[src/rtl/cle_pkg.sv]
// Shared constants and types for the label statistics stage of the
// connected-component labeling engine.
package cle_pkg;

  localparam int unsigned IMG_ROWS   = 32;
  localparam int unsigned IMG_COLS   = 32;
  localparam int unsigned IMG_PIXELS = IMG_ROWS * IMG_COLS;
  localparam int unsigned LABEL_BITS = 3;
  localparam int unsigned MAX_LABEL  = (1 << LABEL_BITS) - 1;
  localparam int unsigned ADDR_BITS  = $clog2(IMG_PIXELS);
  localparam int unsigned CNT_BITS   = ADDR_BITS + 1;
  localparam int unsigned COORD_BITS = $clog2(IMG_ROWS);

  typedef enum logic [2:0] {
    StIdle,
    StScan,
    StDrain,
    StEmit,
    StDone
  } state_e;

  typedef struct packed {
    logic [LABEL_BITS-1:0] label;
    logic [CNT_BITS-1:0]   count;
    logic [COORD_BITS-1:0] rmin;
    logic [COORD_BITS-1:0] rmax;
    logic [COORD_BITS-1:0] cmin;
    logic [COORD_BITS-1:0] cmax;
  } rec_t;

endpackage

[src/rtl/cle_label_stats_if.sv]
// Label SRAM read port plus the valid/ready record stream of cle_label_stats.
interface cle_label_stats_if;
  import cle_pkg::*;

  logic [ADDR_BITS-1:0]  sram_a;
  logic [7:0]            sram_q;
  logic                  out_valid;
  logic                  out_ready;
  logic [LABEL_BITS-1:0] out_label;
  logic [CNT_BITS-1:0]   out_count;
  logic [COORD_BITS-1:0] out_rmin;
  logic [COORD_BITS-1:0] out_rmax;
  logic [COORD_BITS-1:0] out_cmin;
  logic [COORD_BITS-1:0] out_cmax;

  modport master (
    output sram_a, out_valid, out_label, out_count, out_rmin, out_rmax, out_cmin, out_cmax,
    input  sram_q, out_ready
  );

  modport slave (
    input  sram_a, out_valid, out_label, out_count, out_rmin, out_rmax, out_cmin, out_cmax,
    output sram_q, out_ready
  );

endinterface

[src/rtl/cle_bbox_acc.sv]
// Pixel count and bounding-box accumulator for a single label.
module cle_bbox_acc
  import cle_pkg::*;
(
  input  logic                  clk,
  input  logic                  reset,
  input  logic                  clr,
  input  logic                  upd,
  input  logic [COORD_BITS-1:0] row,
  input  logic [COORD_BITS-1:0] col,
  output logic [CNT_BITS-1:0]   count,
  output logic [COORD_BITS-1:0] rmin,
  output logic [COORD_BITS-1:0] rmax,
  output logic [COORD_BITS-1:0] cmin,
  output logic [COORD_BITS-1:0] cmax
);

  typedef logic [CNT_BITS-1:0] cnt_t;

  always_ff @(posedge clk) begin
    if (reset || clr) begin
      count <= '0;
      rmin  <= COORD_BITS'(IMG_ROWS - 1);
      rmax  <= '0;
      cmin  <= COORD_BITS'(IMG_COLS - 1);
      cmax  <= '0;
    end else if (upd) begin
      count <= count + cnt_t'(1);
      if (row < rmin) rmin <= row;
      if (row > rmax) rmax <= row;
      if (col < cmin) cmin <= col;
      if (col > cmax) cmax <= col;
    end
  end

endmodule

[src/rtl/cle_label_stats.sv]
// Scans the label SRAM once per start, accumulates per-label statistics and
// emits one record per non-empty label in ascending label order.
module cle_label_stats #(
  parameter int unsigned ROW_BITS   = 5,
  parameter int unsigned COL_BITS   = 5,
  parameter int unsigned LABEL_BITS = 3
) (
  input  logic              clk,
  input  logic              reset,
  input  logic              start,
  output logic              busy,
  output logic              done,
  output logic              err_label,
  cle_label_stats_if.master bus
);
  import cle_pkg::*;

  localparam int unsigned AddrBits  = ROW_BITS + COL_BITS;
  localparam int unsigned NumLabels = (1 << LABEL_BITS) - 1;

  typedef logic [AddrBits-1:0]   addr_t;
  typedef logic [LABEL_BITS-1:0] lab_t;

  localparam addr_t LastAddr = '1;

  state_e state_q, state_d;
  addr_t  addr_q;
  addr_t  a_q;       // address aligned with the sram_q now on the bus
  logic   rd_vld_q;
  logic   v_q;
  lab_t   ptr_q;
  logic   clr;

  logic [ROW_BITS-1:0] cap_row;
  logic [COL_BITS-1:0] cap_col;
  logic [NumLabels:1]  upd;

  logic [CNT_BITS-1:0] acc_cnt  [1:NumLabels];
  logic [ROW_BITS-1:0] acc_rmin [1:NumLabels];
  logic [ROW_BITS-1:0] acc_rmax [1:NumLabels];
  logic [COL_BITS-1:0] acc_cmin [1:NumLabels];
  logic [COL_BITS-1:0] acc_cmax [1:NumLabels];

  assign bus.sram_a = addr_q;
  assign cap_row    = a_q[AddrBits-1:COL_BITS];
  assign cap_col    = a_q[COL_BITS-1:0];
  assign clr        = (state_q == StIdle);
  assign busy       = (state_q != StIdle);
  assign done       = (state_q == StDone);

  for (genvar g = 1; g <= NumLabels; g++) begin : g_acc
    assign upd[g] = v_q && (bus.sram_q == 8'(g));

    cle_bbox_acc u_acc (
      .clk   (clk),
      .reset (reset),
      .clr   (clr),
      .upd   (upd[g]),
      .row   (cap_row),
      .col   (cap_col),
      .count (acc_cnt[g]),
      .rmin  (acc_rmin[g]),
      .rmax  (acc_rmax[g]),
      .cmin  (acc_cmin[g]),
      .cmax  (acc_cmax[g])
    );
  end

  always_comb begin
    state_d = state_q;
    unique case (state_q)
      StIdle:  if (start) state_d = StScan;
      StScan:  if (addr_q == LastAddr) state_d = StDrain;
      // The final capture lands on the same edge that leaves DRAIN.
      StDrain: state_d = StEmit;
      StEmit: begin
        if (ptr_q == lab_t'(NumLabels) &&
            (bus.out_valid ? bus.out_ready : (acc_cnt[ptr_q] == '0))) begin
          state_d = StDone;
        end
      end
      StDone:  state_d = StIdle;
      default: state_d = StIdle;
    endcase
  end

  always_ff @(posedge clk) begin
    if (reset) begin
      state_q       <= StIdle;
      addr_q        <= '0;
      a_q           <= '0;
      rd_vld_q      <= 1'b0;
      v_q           <= 1'b0;
      ptr_q         <= lab_t'(1);
      err_label     <= 1'b0;
      bus.out_valid <= 1'b0;
      bus.out_label <= '0;
      bus.out_count <= '0;
      bus.out_rmin  <= '0;
      bus.out_rmax  <= '0;
      bus.out_cmin  <= '0;
      bus.out_cmax  <= '0;
    end else begin
      state_q <= state_d;
      a_q     <= addr_q;
      v_q     <= rd_vld_q;
      if (v_q && (bus.sram_q > 8'(NumLabels))) err_label <= 1'b1;
      unique case (state_q)
        StIdle: begin
          if (start) begin
            addr_q    <= '0;
            rd_vld_q  <= 1'b1;
            ptr_q     <= lab_t'(1);
            err_label <= 1'b0;
          end
        end
        StScan: begin
          if (addr_q == LastAddr) rd_vld_q <= 1'b0;
          else                    addr_q   <= addr_q + addr_t'(1);
        end
        StEmit: begin
          if (bus.out_valid) begin
            if (bus.out_ready) begin
              bus.out_valid <= 1'b0;
              ptr_q         <= ptr_q + lab_t'(1);
            end
          end else if (acc_cnt[ptr_q] != '0) begin
            bus.out_valid <= 1'b1;
            bus.out_label <= ptr_q;
            bus.out_count <= acc_cnt[ptr_q];
            bus.out_rmin  <= acc_rmin[ptr_q];
            bus.out_rmax  <= acc_rmax[ptr_q];
            bus.out_cmin  <= acc_cmin[ptr_q];
            bus.out_cmax  <= acc_cmax[ptr_q];
          end else begin
            ptr_q <= ptr_q + lab_t'(1);
          end
        end
        default: ;
      endcase
    end
  end

endmodule

[src/flat_wrapper.sv]
// flat-port wrapper written by rule: the top's interface ports become plain ports
module cle_label_stats_flat import cle_pkg::*;
#(
  parameter int unsigned ROW_BITS   = 5,
  parameter int unsigned COL_BITS   = 5,
  parameter int unsigned LABEL_BITS = 3
)
  (clk, reset, start, busy, done, err_label, bus_sram_a, bus_out_valid, bus_out_label, bus_out_count, bus_out_rmin, bus_out_rmax, bus_out_cmin, bus_out_cmax, bus_sram_q, bus_out_ready);
  cle_label_stats_if bus_i ();
  input  logic clk;
  input  logic reset;
  input  logic start;
  output logic busy;
  output logic done;
  output logic err_label;
  output wire logic [$bits(bus_i.sram_a)-1:0] bus_sram_a;
  output wire logic [$bits(bus_i.out_valid)-1:0] bus_out_valid;
  output wire logic [$bits(bus_i.out_label)-1:0] bus_out_label;
  output wire logic [$bits(bus_i.out_count)-1:0] bus_out_count;
  output wire logic [$bits(bus_i.out_rmin)-1:0] bus_out_rmin;
  output wire logic [$bits(bus_i.out_rmax)-1:0] bus_out_rmax;
  output wire logic [$bits(bus_i.out_cmin)-1:0] bus_out_cmin;
  output wire logic [$bits(bus_i.out_cmax)-1:0] bus_out_cmax;
  input wire logic [$bits(bus_i.sram_q)-1:0] bus_sram_q;
  input wire logic [$bits(bus_i.out_ready)-1:0] bus_out_ready;
  assign bus_sram_a = bus_i.sram_a;
  assign bus_out_valid = bus_i.out_valid;
  assign bus_out_label = bus_i.out_label;
  assign bus_out_count = bus_i.out_count;
  assign bus_out_rmin = bus_i.out_rmin;
  assign bus_out_rmax = bus_i.out_rmax;
  assign bus_out_cmin = bus_i.out_cmin;
  assign bus_out_cmax = bus_i.out_cmax;
  assign bus_i.sram_q = bus_sram_q;
  assign bus_i.out_ready = bus_out_ready;
  cle_label_stats #(.ROW_BITS(ROW_BITS), .COL_BITS(COL_BITS), .LABEL_BITS(LABEL_BITS)) u_core (.clk(clk), .reset(reset), .start(start), .busy(busy), .done(done), .err_label(err_label), .bus(bus_i));
endmodule
[config.mk]
export PLATFORM = sky130hd
export DESIGN_NAME = cle_label_stats_flat
export DESIGN_NICKNAME = d
export VERILOG_FILES = /design/src/rtl/cle_pkg.sv /design/src/rtl/cle_label_stats_if.sv /design/src/rtl/cle_bbox_acc.sv /design/src/rtl/cle_label_stats.sv /design/src/flat_wrapper.sv
export SDC_FILE = /design/constraint.sdc
export NUM_CORES = 1
export LEC_CHECK = 0
export CELL_PAD_IN_SITES_DETAIL_PLACEMENT = 1
export CELL_PAD_IN_SITES_GLOBAL_PLACEMENT = 2
export CORE_ASPECT_RATIO = 1.75
export CORE_MARGIN = 2
export CORE_UTILIZATION = 42
export CTS_BUF_LIST = sky130_fd_sc_hd__clkbuf_16
export DETAILED_ROUTE_END_ITERATION = 8
export MAX_ROUTING_LAYER = met4
export PLACE_DENSITY = 0.82
export REMOVE_ABC_BUFFERS = 1
export SETUP_SLACK_MARGIN = 0.05
export SLEW_MARGIN = 15
export SYNTH_ARGS = -nofsm -noshare
export SYNTH_HDL_FRONTEND = slang
export SYNTH_SLANG_ARGS = --single-unit
export TNS_END_PERCENT = 10
[constraint.sdc]
create_clock -name clk -period 4.59 [get_ports clk]
set_clock_uncertainty 0.15 [all_clocks]
set_input_delay 0.918 -clock clk [delete_from_list [all_inputs] [get_ports clk]]
set_output_delay 0.918 -clock clk [all_outputs]
set_load 0.02 [all_outputs]
# After elaboration in Yosys (flattened, before gate mapping)
# Index checks and enable logic that the tools add are counted.
[totals]
register_bits = 281
wordCells = 194
[classes]
bitwise_logic = 2
order_cmp = 30
mux = 36
add_sub_neg = 9
eq_ne = 19
reduce_logical = 49
[ops]
columns = ["operator", "count"]
rows = [
  ["$add A11 B1 Y11 const B", 7],
  ["$gt A5 B5 Y1", 14],
  ["$lt A5 B5 Y1", 14],
  ["$bmux W5 S3", 4],
  ["$reduce_and A2 Y1", 28],
  ["$mux W5", 8],
  ["$bmux W11 S3", 1],
  ["$eq A8 B3 Y1 const B", 4],
  ["$mux W11", 2],
  ["$mux W10", 2],
  ["$pmux W10 S2", 1],
  ["$mux W3", 6],
  ["$eq A8 B2 Y1 const B", 2],
  ["$pmux W3 S4", 1],
  ["$reduce_and A3 Y1", 4],
  ["$logic_not A11 Y1", 1],
  ["$reduce_bool A11 Y1", 1],
  ["$add A10 B1 Y10 const B", 1],
  ["$eq A10 B10 Y1 const B", 1],
  ["$logic_and A1 B1 Y1", 9],
  ["$mux W1", 9],
  ["$eq A8 B1 Y1 const B", 1],
  ["$gt A8 B3 Y1 const B", 1],
  ["$eq A3 B2 Y1 const B", 2],
  ["17 further kinds", 21],
]

# Depth between registers and ports, before layout
# Gate-level depths: netlist of the first run.
[logic_depth]
word_depth = 9
ltp_mapped = 12
ltp_nobuf = 9

# Modules after synthesis
# From an unflattened synthesis of the first run, not the netlist that was laid out.
[unflattened]
hier_cells = 1923
hier_area_um2 = 17027.6
[modules_own_cells]
columns = ["mod", "seq_area_each_um2", "area_each_um2", "cells_per_inst", "instances"]
rows = [
  ["cle_bbox_acc", 620.6, 1798.0, 204, 7],
  ["cle_label_stats", 1281.2, 4441.8, 495, 1],
]

# Least setup slack after synthesis of the first run
# Ideal clock, no wire load.
[synth_timing]
path_type = "in2reg"
start = "in bus_sram_q[7]"
end = "reg u_core.g_acc[2].u_acc.cmin[1]"
t_arrival_ns = 2.655
setup_ns = 0.129
slack_ns = 1.655
n_path_buf = 2
cell_stages = 8
path_cell_list = "nor4_1 > nand4b_1 > or3_1 > clkbuf_1 > a211o_1 > clkbuf_1 > mux2i_1 > nand2_1"
[synth_via]
elab_chain_len = 3
[synth_rtl]
columns = ["item", "line", "text"]
rows = [
  ["start: declaration", "flat_wrapper.sv:24", "input wire logic [$bits(bus_i.sram_q)-1:0] bus_sram_q;"],
  ["$eq A8 B2 Y1", "cle_label_stats.sv:52", "assign upd[g] = v_q && (bus.sram_q == 8'(g));"],
  ["$logic_and A1 B1 Y1", "cle_label_stats.sv:52", ""],
  ["$reduce_and A2 Y1 (no line)", "-", ""],
  ["end signal: assignment", "cle_bbox_acc.sv:25", "cmin <= COORD_BITS'(IMG_COLS - 1);"],
  ["end signal: assignment", "cle_bbox_acc.sv:31", "if (col < cmin) cmin <= col;"],
  ["end: declaration", "cle_bbox_acc.sv:14", "output logic [COORD_BITS-1:0] cmin,"],
]
# Every way passes these cells.
# A chain may end at the register's enable or synchronous reset.

# Final worst setup path of the first run
[layout_timing]
start = "reg u_core.ptr_q[1]"
end = "reg u_core.ptr_q[0]"
[layout_via]
elab_chain_len = 7
[layout_rtl]
columns = ["item", "line", "text"]
rows = [
  ["start: declaration", "cle_label_stats.sv:31", "lab_t ptr_q;"],
  ["start signal: assignment", "cle_label_stats.sv:94", "ptr_q <= lab_t'(1);"],
  ["start signal: assignment", "cle_label_stats.sv:113", "ptr_q <= lab_t'(1);"],
  ["start signal: assignment", "cle_label_stats.sv:125", "ptr_q <= ptr_q + lab_t'(1);"],
  ["$not A3 Y4 (not written as such)", "cle_label_stats.sv:127", "end else if (acc_cnt[ptr_q] != '0) begin"],
  ["$bmux W11 S3", "cle_label_stats.sv:127", ""],
  ["$mux W11 (not written as such) (2 in series)", "cle_label_stats.sv:127", ""],
  ["$reduce_bool A11 Y1", "cle_label_stats.sv:127", ""],
  ["$ne A3 B2 Y1 (no line)", "-", ""],
  ["$reduce_and A4 Y1 (no line)", "-", ""],
]
# Every way passes these cells. The select of a mux whose other input is x is not followed.

==> results by group, run 1 <==
Status
  – Status: finished, final reports clean

Global route
  – Grt met2 use: 47.5%
  – Overall Global Routing Usage: 24.5%
  – Antenna violations before repair: 0
  – Grt ovf: 0
  – GR Layer Usage met1: 24.5%
  – Global-route wire length before repair: 72.2 mm
  – Met3 usage: 2.22%
  – Pin count of the biggest net entering global routing: 62
  – Vias in the first global route: 13,300
  – Most Used Layer, Global Route: met2

Route
  – Residual DRC: 0
  – DR WL/cell: 20.3 um
  – Drt via density: 5.57
  – Routed Antenna Nets: 0
  – TritonRoute pass-1 iters: 4
  – Initial DRC Count: 279
  – DRT Wirelength: 45.6 mm
  – Via count: 12,500

Timing
  – Sum Neg Setup Slack: 0 ns
  – Fin. Hold Viols: 0
  – Tmin final: 3.48 ns
  – Final Setup Violations: 0
  – FMAX: 287 MHz
  – Tcrit/Tclk final: 75.8%
  – Worst Tran Pin Value: 0.977 ns
  – Rel. slew slack: 34.8%
  – Max-slew violations: 0
  – RSZ-0062 raised after global routing: no

Clocking
  – CTS root buffer: clkbuf_16
  – CTS tree: done
  – Hold_buf cts: 0
  – Post-CTS setup buffer count: 0
  – CTS Sinks: 281
  – Num CTS Buffers: 29
  – Post_cts resized: 0
  – Clk Latency, worst-skew pair: 0.57 ns
  – Reg clk slew, reported paths: 0.06 ns
  – Clock tree buffer depth: 3
  – CTS H-tree depth: 1

Place
  – IO Port Bufs: 59
  – RD Place Congestion: 0.808
  – Dpl hpwl: 32.8 mm

Synthesis
  – Top cells by count, synth: dfxtp_1 (281), mux2i_1 (164), nand2_1 (158), inv_1 (147), nor2_1 (147)
  – Register area share after synthesis: 36.1%
  – Synth warnings: 0
  – Main flop type after synthesis: dfxtp_1
  – Netlist cell types: 54
  – Yosys reg bits: 281
  – Yosys top cell by area: dfxtp_1
  – Most numerous cell in the Yosys netlist: dfxtp_1
  – EDFF count, synth: 0
  – Mapped cell area: 15,600 sq um
  – Yosys top cell area share: 36.1%
  – Fraction of registers with async set or reset after synthesis: 0%
  – Largest cells by area after synthesis: dfxtp_1 (36%), ha_1 (11%), mux2i_1 (11%)
  – Avg Cell Area, Syn: 9.06 sq um
  – Post-Syn Instances: 1,721

Worst setup path
  – Required time of the critical path: 4.90 ns
  – Critical Path Start Type: flip-flop
  – CP arrival: 3.79 ns
  – Critical setup path kind: flip-flop to flip-flop
  – Crit path max fanout: 34
  – Crit path capture type: flip-flop

Pwr
  – Sw power: 1.22 mW
  – Clk network pwr share: 45.7%
  – Switching fraction of total power: 24.5%
  – Power per standard cell area: 286 nW/um^2
  – Sequential share of power: 49.3%
  – Max VDD drop: 0.260 mV
  – Combinational fraction of design power: 5.0%
  – Int Power: 3.78 mW
  – LEAKAGE: 7.58 nW

Floorplan
  – Std-Cell Rows: 93
  – IO Pins: 60
  – Initial Util: 42.5%
  – Die height: 259 um
  – Die area: 38,700 sq um
  – Chip width: 150 um
  – Core ar.: 36,700 sq um

Final layout
  – Ratio of cells with drive above 1 in the final layout: 7.22%
  – Layout fillers: 4,221
  – Area Growth Syn to Fin: 12.3%
  – Nets: 1,901
  – Final core occ: 47.8%
  – Diodes inserted: 0

Run
  – Max-cap check violation count: 0

Min path
  – Min-delay worst type: flip-flop to flip-flop
sequential cells by signal (all words and copies together) (netlist names):
register                  cells
u_core.g_acc.u_acc.count     77
u_core.g_acc.u_acc.cmax      35
u_core.g_acc.u_acc.cmin      35
u_core.g_acc.u_acc.rmax      35
u_core.g_acc.u_acc.rmin      35
u_core.bus.out_count         11
u_core.a_q                   10
u_core.bus.sram_a            10
u_core.bus.out_cmax           5
u_core.bus.out_cmin           5
u_core.bus.out_rmax           5
u_core.bus.out_rmin           5
u_core.bus.out_label          3
u_core.ptr_q                  3
u_core.state_q                3
u_core.bus.out_valid          1
u_core.err_label              1
u_core.rd_vld_q               1
u_core.v_q                    1
per-stage QoR:
| stage | worst slack [ns] | instances | area [sq um] | total power, mW | hold WS [ns] |
|---|---|---|---|---|---|
| after detailed placement | 0.869 | 2197 | 16600 | 2.77 | 0.299 |
| after CTS | 1.05 | 2249 | 17500 | 5.07 | 0.305 |
| after global routing | 0.923 | 2249 | 17500 | 5.18 | 0.328 |
| after floorplan | -0.188 | 1630 | 15200 | 2.65 | 0.295 |
| final | 1.11 | 2249 | 17500 | 5.00 | 0.302 |
| after global placement | 0.881 | 2197 | 16600 | 2.77 | 0.293 |
worst max-delay path, cell delays in order, from the launching register on:
cell,delay [ns]
dfxtp_4,0.69
and2b_1,0.56
a221oi_1,0.32
a221oi_2,0.30
nor3_1,0.11
a211o_2,0.48
buf_4,0.25
and3_1,0.23
o31a_1,0.24
metal layers:
layer,routed length [um],vias to the layer above
li1,-,6078
met1,17300,6216
met2,25400,147
met3,983,87
met4,1930,0
met5,0,-
cell type report:
type | count | area, sq um | share of cell area [%]
Tap cell | 475 | 594 | 3.39
Sequential cell | 281 | 5630 | 32.2
Multi-Input combinational cell | 1199 | 8980 | 51.3
Clock inverter | 23 | 160 | 0.915
Timing Repair Buffer | 92 | 858 | 4.90
Clock buffer | 29 | 726 | 4.14
Inverter | 150 | 563 | 3.22
placed cells by master (no fill, tap or decap), types with 16 or more instances in the layout:
master | Yosys | final
xnor2_1 | 17 | 17
o21a_1 | 28 | 28
dfxtp_1 | 281 | 278
nor2b_1 | 31 | 31
a211o_1 | 26 | 26
nand3_1 | 22 | 22
nand2b_1 | 17 | 16
nor2_1 | 147 | 146
clkdlybuf4s50_1 | 0 | 58
nand4_1 | 31 | 31
a21o_1 | 40 | 40
buf_4 | 4 | 31
xor2_1 | 31 | 31
ha_1 | 136 | 136
o21ai_0 | 71 | 71
inv_1 | 147 | 153
clkbuf_16 | 0 | 29
mux4_2 | 20 | 20
a21oi_1 | 75 | 75
or3_1 | 39 | 39
a221oi_1 | 25 | 25
nand2_1 | 158 | 158
mux2i_1 | 164 | 164
cell families (layout without fill, tap and decap cells):
logic type      Yosys count  in the layout  share of synthesized area (%)
simple gates            499            499                           15.2
fa+ha+maj               136            136                           10.9
compound gates          320            320                           14.4
xor+xnor                 48             48                           2.70
buf+inv                 241            294                           6.43
flops                   281            281                           36.1
mux                     196            196                           14.3
power by group through the flow:
stage | clock (mW) | combinational, mW | sequential [mW]
after floorplan | 0 | 0.125 | 2.52
after global placement | 0 | 0.251 | 2.52
final | 2.28 | 0.252 | 2.46
after CTS | 2.35 | 0.256 | 2.46
after detailed placement | 0 | 0.255 | 2.52
after global routing | 2.44 | 0.276 | 2.46
worst paths after layout:
| kind | startpoint | end | slack (ns) | cells after the start |
|---|---|---|---|---|
| worst max-delay path | u_core.ptr_q[1] | u_core.ptr_q[0] | 1.11 | 8 |
| worst min-delay path | u_core.bus.out_cmax[4] | u_core.bus.out_cmax[4] | 0.30 | 2 |
| worst max register to register | u_core.ptr_q[1] | u_core.ptr_q[0] | 1.11 | 8 |
| worst min register to register | u_core.bus.out_cmax[4] | u_core.bus.out_cmax[4] | 0.30 | 2 |
Power figures use the tool's default switching activity.
==> run 2: changes to the inputs <==
--- a/config.mk
+++ b/config.mk
@@ -9,11 +9,11 @@
 export CELL_PAD_IN_SITES_GLOBAL_PLACEMENT = 2
 export CORE_ASPECT_RATIO = 1.75
 export CORE_MARGIN = 2
-export CORE_UTILIZATION = 42
+export CORE_UTILIZATION = 39
 export CTS_BUF_LIST = sky130_fd_sc_hd__clkbuf_16
 export DETAILED_ROUTE_END_ITERATION = 8
 export MAX_ROUTING_LAYER = met4
-export PLACE_DENSITY = 0.82
+export PLACE_DENSITY = 0.77
 export REMOVE_ABC_BUFFERS = 1
 export SETUP_SLACK_MARGIN = 0.05
 export SLEW_MARGIN = 15
==> constraint.sdc (replaced) <==
create_clock -name clk -period 3.58 [get_ports clk]
set_clock_uncertainty 0.15 [all_clocks]
set_input_delay 0.716 -clock clk [delete_from_list [all_inputs] [get_ports clk]]
set_output_delay 0.716 -clock clk [all_outputs]
set_load 0.02 [all_outputs]
==> run 2 against run 1 <==
Die area grew 7.5%. Design area grew 1.5%. Total power grew 27%. Global-route usage shrank 1.3 points. Via count grew 0.42%. Register-to-register slack lost 0.78 ns. Routed wire length grew 1.3%. Clock power grew 25%. Sequential power grew 28%. Worst setup slack lost 0.78 ns. Critical endpoint is now u_core.bus.out_count[8]. Largest power group unchanged.
==> results by group, run 2 (same netlist as run 1, synthesis figures left out) <==
Status
  – Status: finished, final reports clean

Final layout
  – Most frequent cells in the layout: dfxtp_1 (278), mux2i_1 (164), nand2_1 (158)
  – Area Growth Syn to Fin: 14.0%
  – Nets: 1,935
  – Register area: 5630 sq um
  – Ratio of cells with drive above 1 in the final layout: 8.57%
  – Layout fillers: 4,554
  – Max reg flops: 77
  – Commonest non-fill, non-tap cell in the layout: dfxtp_1
  – Area of the multi-input gates: 8980 sq um
  – Final instance area: 17,800 sq um
  – Fin cells: 2,298
  – Diodes inserted: 0
  – Biggest register: u_core.g_acc.u_acc.count

Min path
  – Min-delay worst type: flip-flop to flip-flop
  – Min-Delay Path Depth: 2
  – Worst hold path endpoint: u_core.bus.out_count[2]
  – Hold_sp: u_core.bus.out_count[2]

Floorplan
  – Initial Util: 39.7%
  – Core ar.: 39,300 sq um
  – IO Pins: 60
  – Die height: 268 um
  – Die area: 41,700 sq um
  – Chip width: 155 um
  – Std-Cell Rows: 96

Worst setup path
  – RR Endpoint: u_core.bus.out_count[8]
  – Cell at the slowest stage of the critical path: dfxtp_4
  – Critical Path Start Type: flip-flop
  – Cell family with most CP delay: compound AO/OA/AOI/OAI gates
  – Crit path max fanout: 28
  – Crit path capture type: flip-flop
  – Bufs and invs on worst path: 2
  – Critical setup path kind: flip-flop to flip-flop
  – Worst path max stage delay: 0.63 ns
  – Worst r2r path cells: 9
  – Reg2reg setup slack: 0.33 ns
  – Required time of the critical path: 3.92 ns
  – Reg-to-Reg Start: u_core.ptr_q[1]
  – Worst path cell trace: and2b_1, a221oi_1, buf_4, a221oi_2, nor3_1, a211o_2, buf_12, or3_1, a21oi_1
  – CP arrival: 3.59 ns

Timing
  – Tmin final: 3.25 ns
  – FMAX: 308 MHz
  – Sum Neg Setup Slack: 0 ns
  – Final Setup Violations: 0
  – Final WS setup: 0.331 ns
  – RSZ-0062 raised after global routing: no
  – Worst Tran Pin Value: 0.802 ns
  – Tcrit/Tclk final: 90.8%
  – Fin. Hold Viols: 0
  – Rel. slew slack: 46.4%
  – Max-slew violations: 0

Place
  – RD Place Congestion: 0.784
  – Pre-CTS setup slack: 0.197 ns
  – Placed Cells: 2,244
  – IO Port Bufs: 59
  – Dpl hpwl: 34.1 mm
  – DP Area: 16,900 sq um

Clocking
  – CTS Sinks: 281
  – Post-CTS setup buffer count: 0
  – CTS root buffer: clkbuf_16
  – Post_cts resized: 0
  – Hold_buf cts: 0
  – Clock tree buffer depth: 3
  – Reg clk slew, reported paths: 0.06 ns
  – CTS tree: done
  – CTS H-tree depth: 1
  – Clk Latency, worst-skew pair: 0.59 ns
  – Num CTS Buffers: 31

Route
  – TritonRoute pass-1 iters: 4
  – DRT Wirelength: 46.2 mm
  – Residual DRC: 0
  – Routed Antenna Nets: 0
  – Drt via density: 5.47
  – Via count: 12,600
  – Initial DRC Count: 354
  – DR WL/cell: 20.1 um

Run
  – Max-cap check violation count: 0

Pwr
  – Max VDD drop: 0.337 mV
  – LEAKAGE: 7.75 nW
  – Power per standard cell area: 357 nW/um^2

Global route
  – Pin count of the biggest net entering global routing: 71
  – Overall Global Routing Usage: 23.2%
  – Grt ovf: 0
  – Antenna violations before repair: 0
  – Global-route wire length before repair: 73.5 mm
  – Vias in the first global route: 13,500
[run 2: layout make-up]
type / instances / share of cell area (%)
multi-input combinational: 1199 / 50.5
sequential: 281 / 31.7
timing repair buffer: 124 / 6.32
clock buffer: 31 / 4.36
tap: 490 / 3.45
inverter: 150 / 3.17
clock inverter: 23 / 0.514
[run 2: worst max path at each step]
stage                     from                       endpoint  cells past startpoint
2_1_floorplan  u_core.ptr_q[1]                u_core.ptr_q[0]                      7
3_3_place_gp     bus_sram_q[7]  u_core.g_acc[2].u_acc.cmin[3]                      8
3_5_place_dp     bus_sram_q[7]  u_core.g_acc[3].u_acc.cmax[1]                     10
4_1_cts        u_core.ptr_q[1]        u_core.bus.out_count[8]                      9
5_1_grt        u_core.ptr_q[1]        u_core.bus.out_count[7]                      9
6_report       u_core.ptr_q[1]        u_core.bus.out_count[8]                      9
[run 2: metrics by stage]
step | power (mW) | hold WS [ns] | util [%]
3_3_place_gp | 3.56 | 0.294 | 43.0
5_1_grt | 6.61 | 0.325 | 45.3
4_1_cts | 6.46 | 0.305 | 45.3
3_5_place_dp | 3.57 | 0.297 | 43.0
6_report | 6.35 | 0.301 | 45.3
2_1_floorplan | 3.40 | 0.295 | -
[run 2: report_power, final]
| group | total [mW] | switching, mW | internal, mW |
|---|---|---|---|
| registers | 3.16 | 0.0192 | 3.14 |
| logic | 0.334 | 0.230 | 0.104 |
| clock network | 2.86 | 1.31 | 1.54 |
[run 2: worst min-delay path: stages, from the launching register on]
cell and delay [ns]:
dfxtp_1 0.30, nand2_1 0.05, a21oi_1 0.05
[run 2: per-layer routing]
metal / part of all wire, % / track usage, % / up-vias
met5: 0 / - / -
met4: 4.4 / 9.81 / 0
met3: 2.0 / 2.17 / 88
met2: 56 / 45.4 / 135
met1: 37 / 23.1 / 6212
li1: - / - / 6146
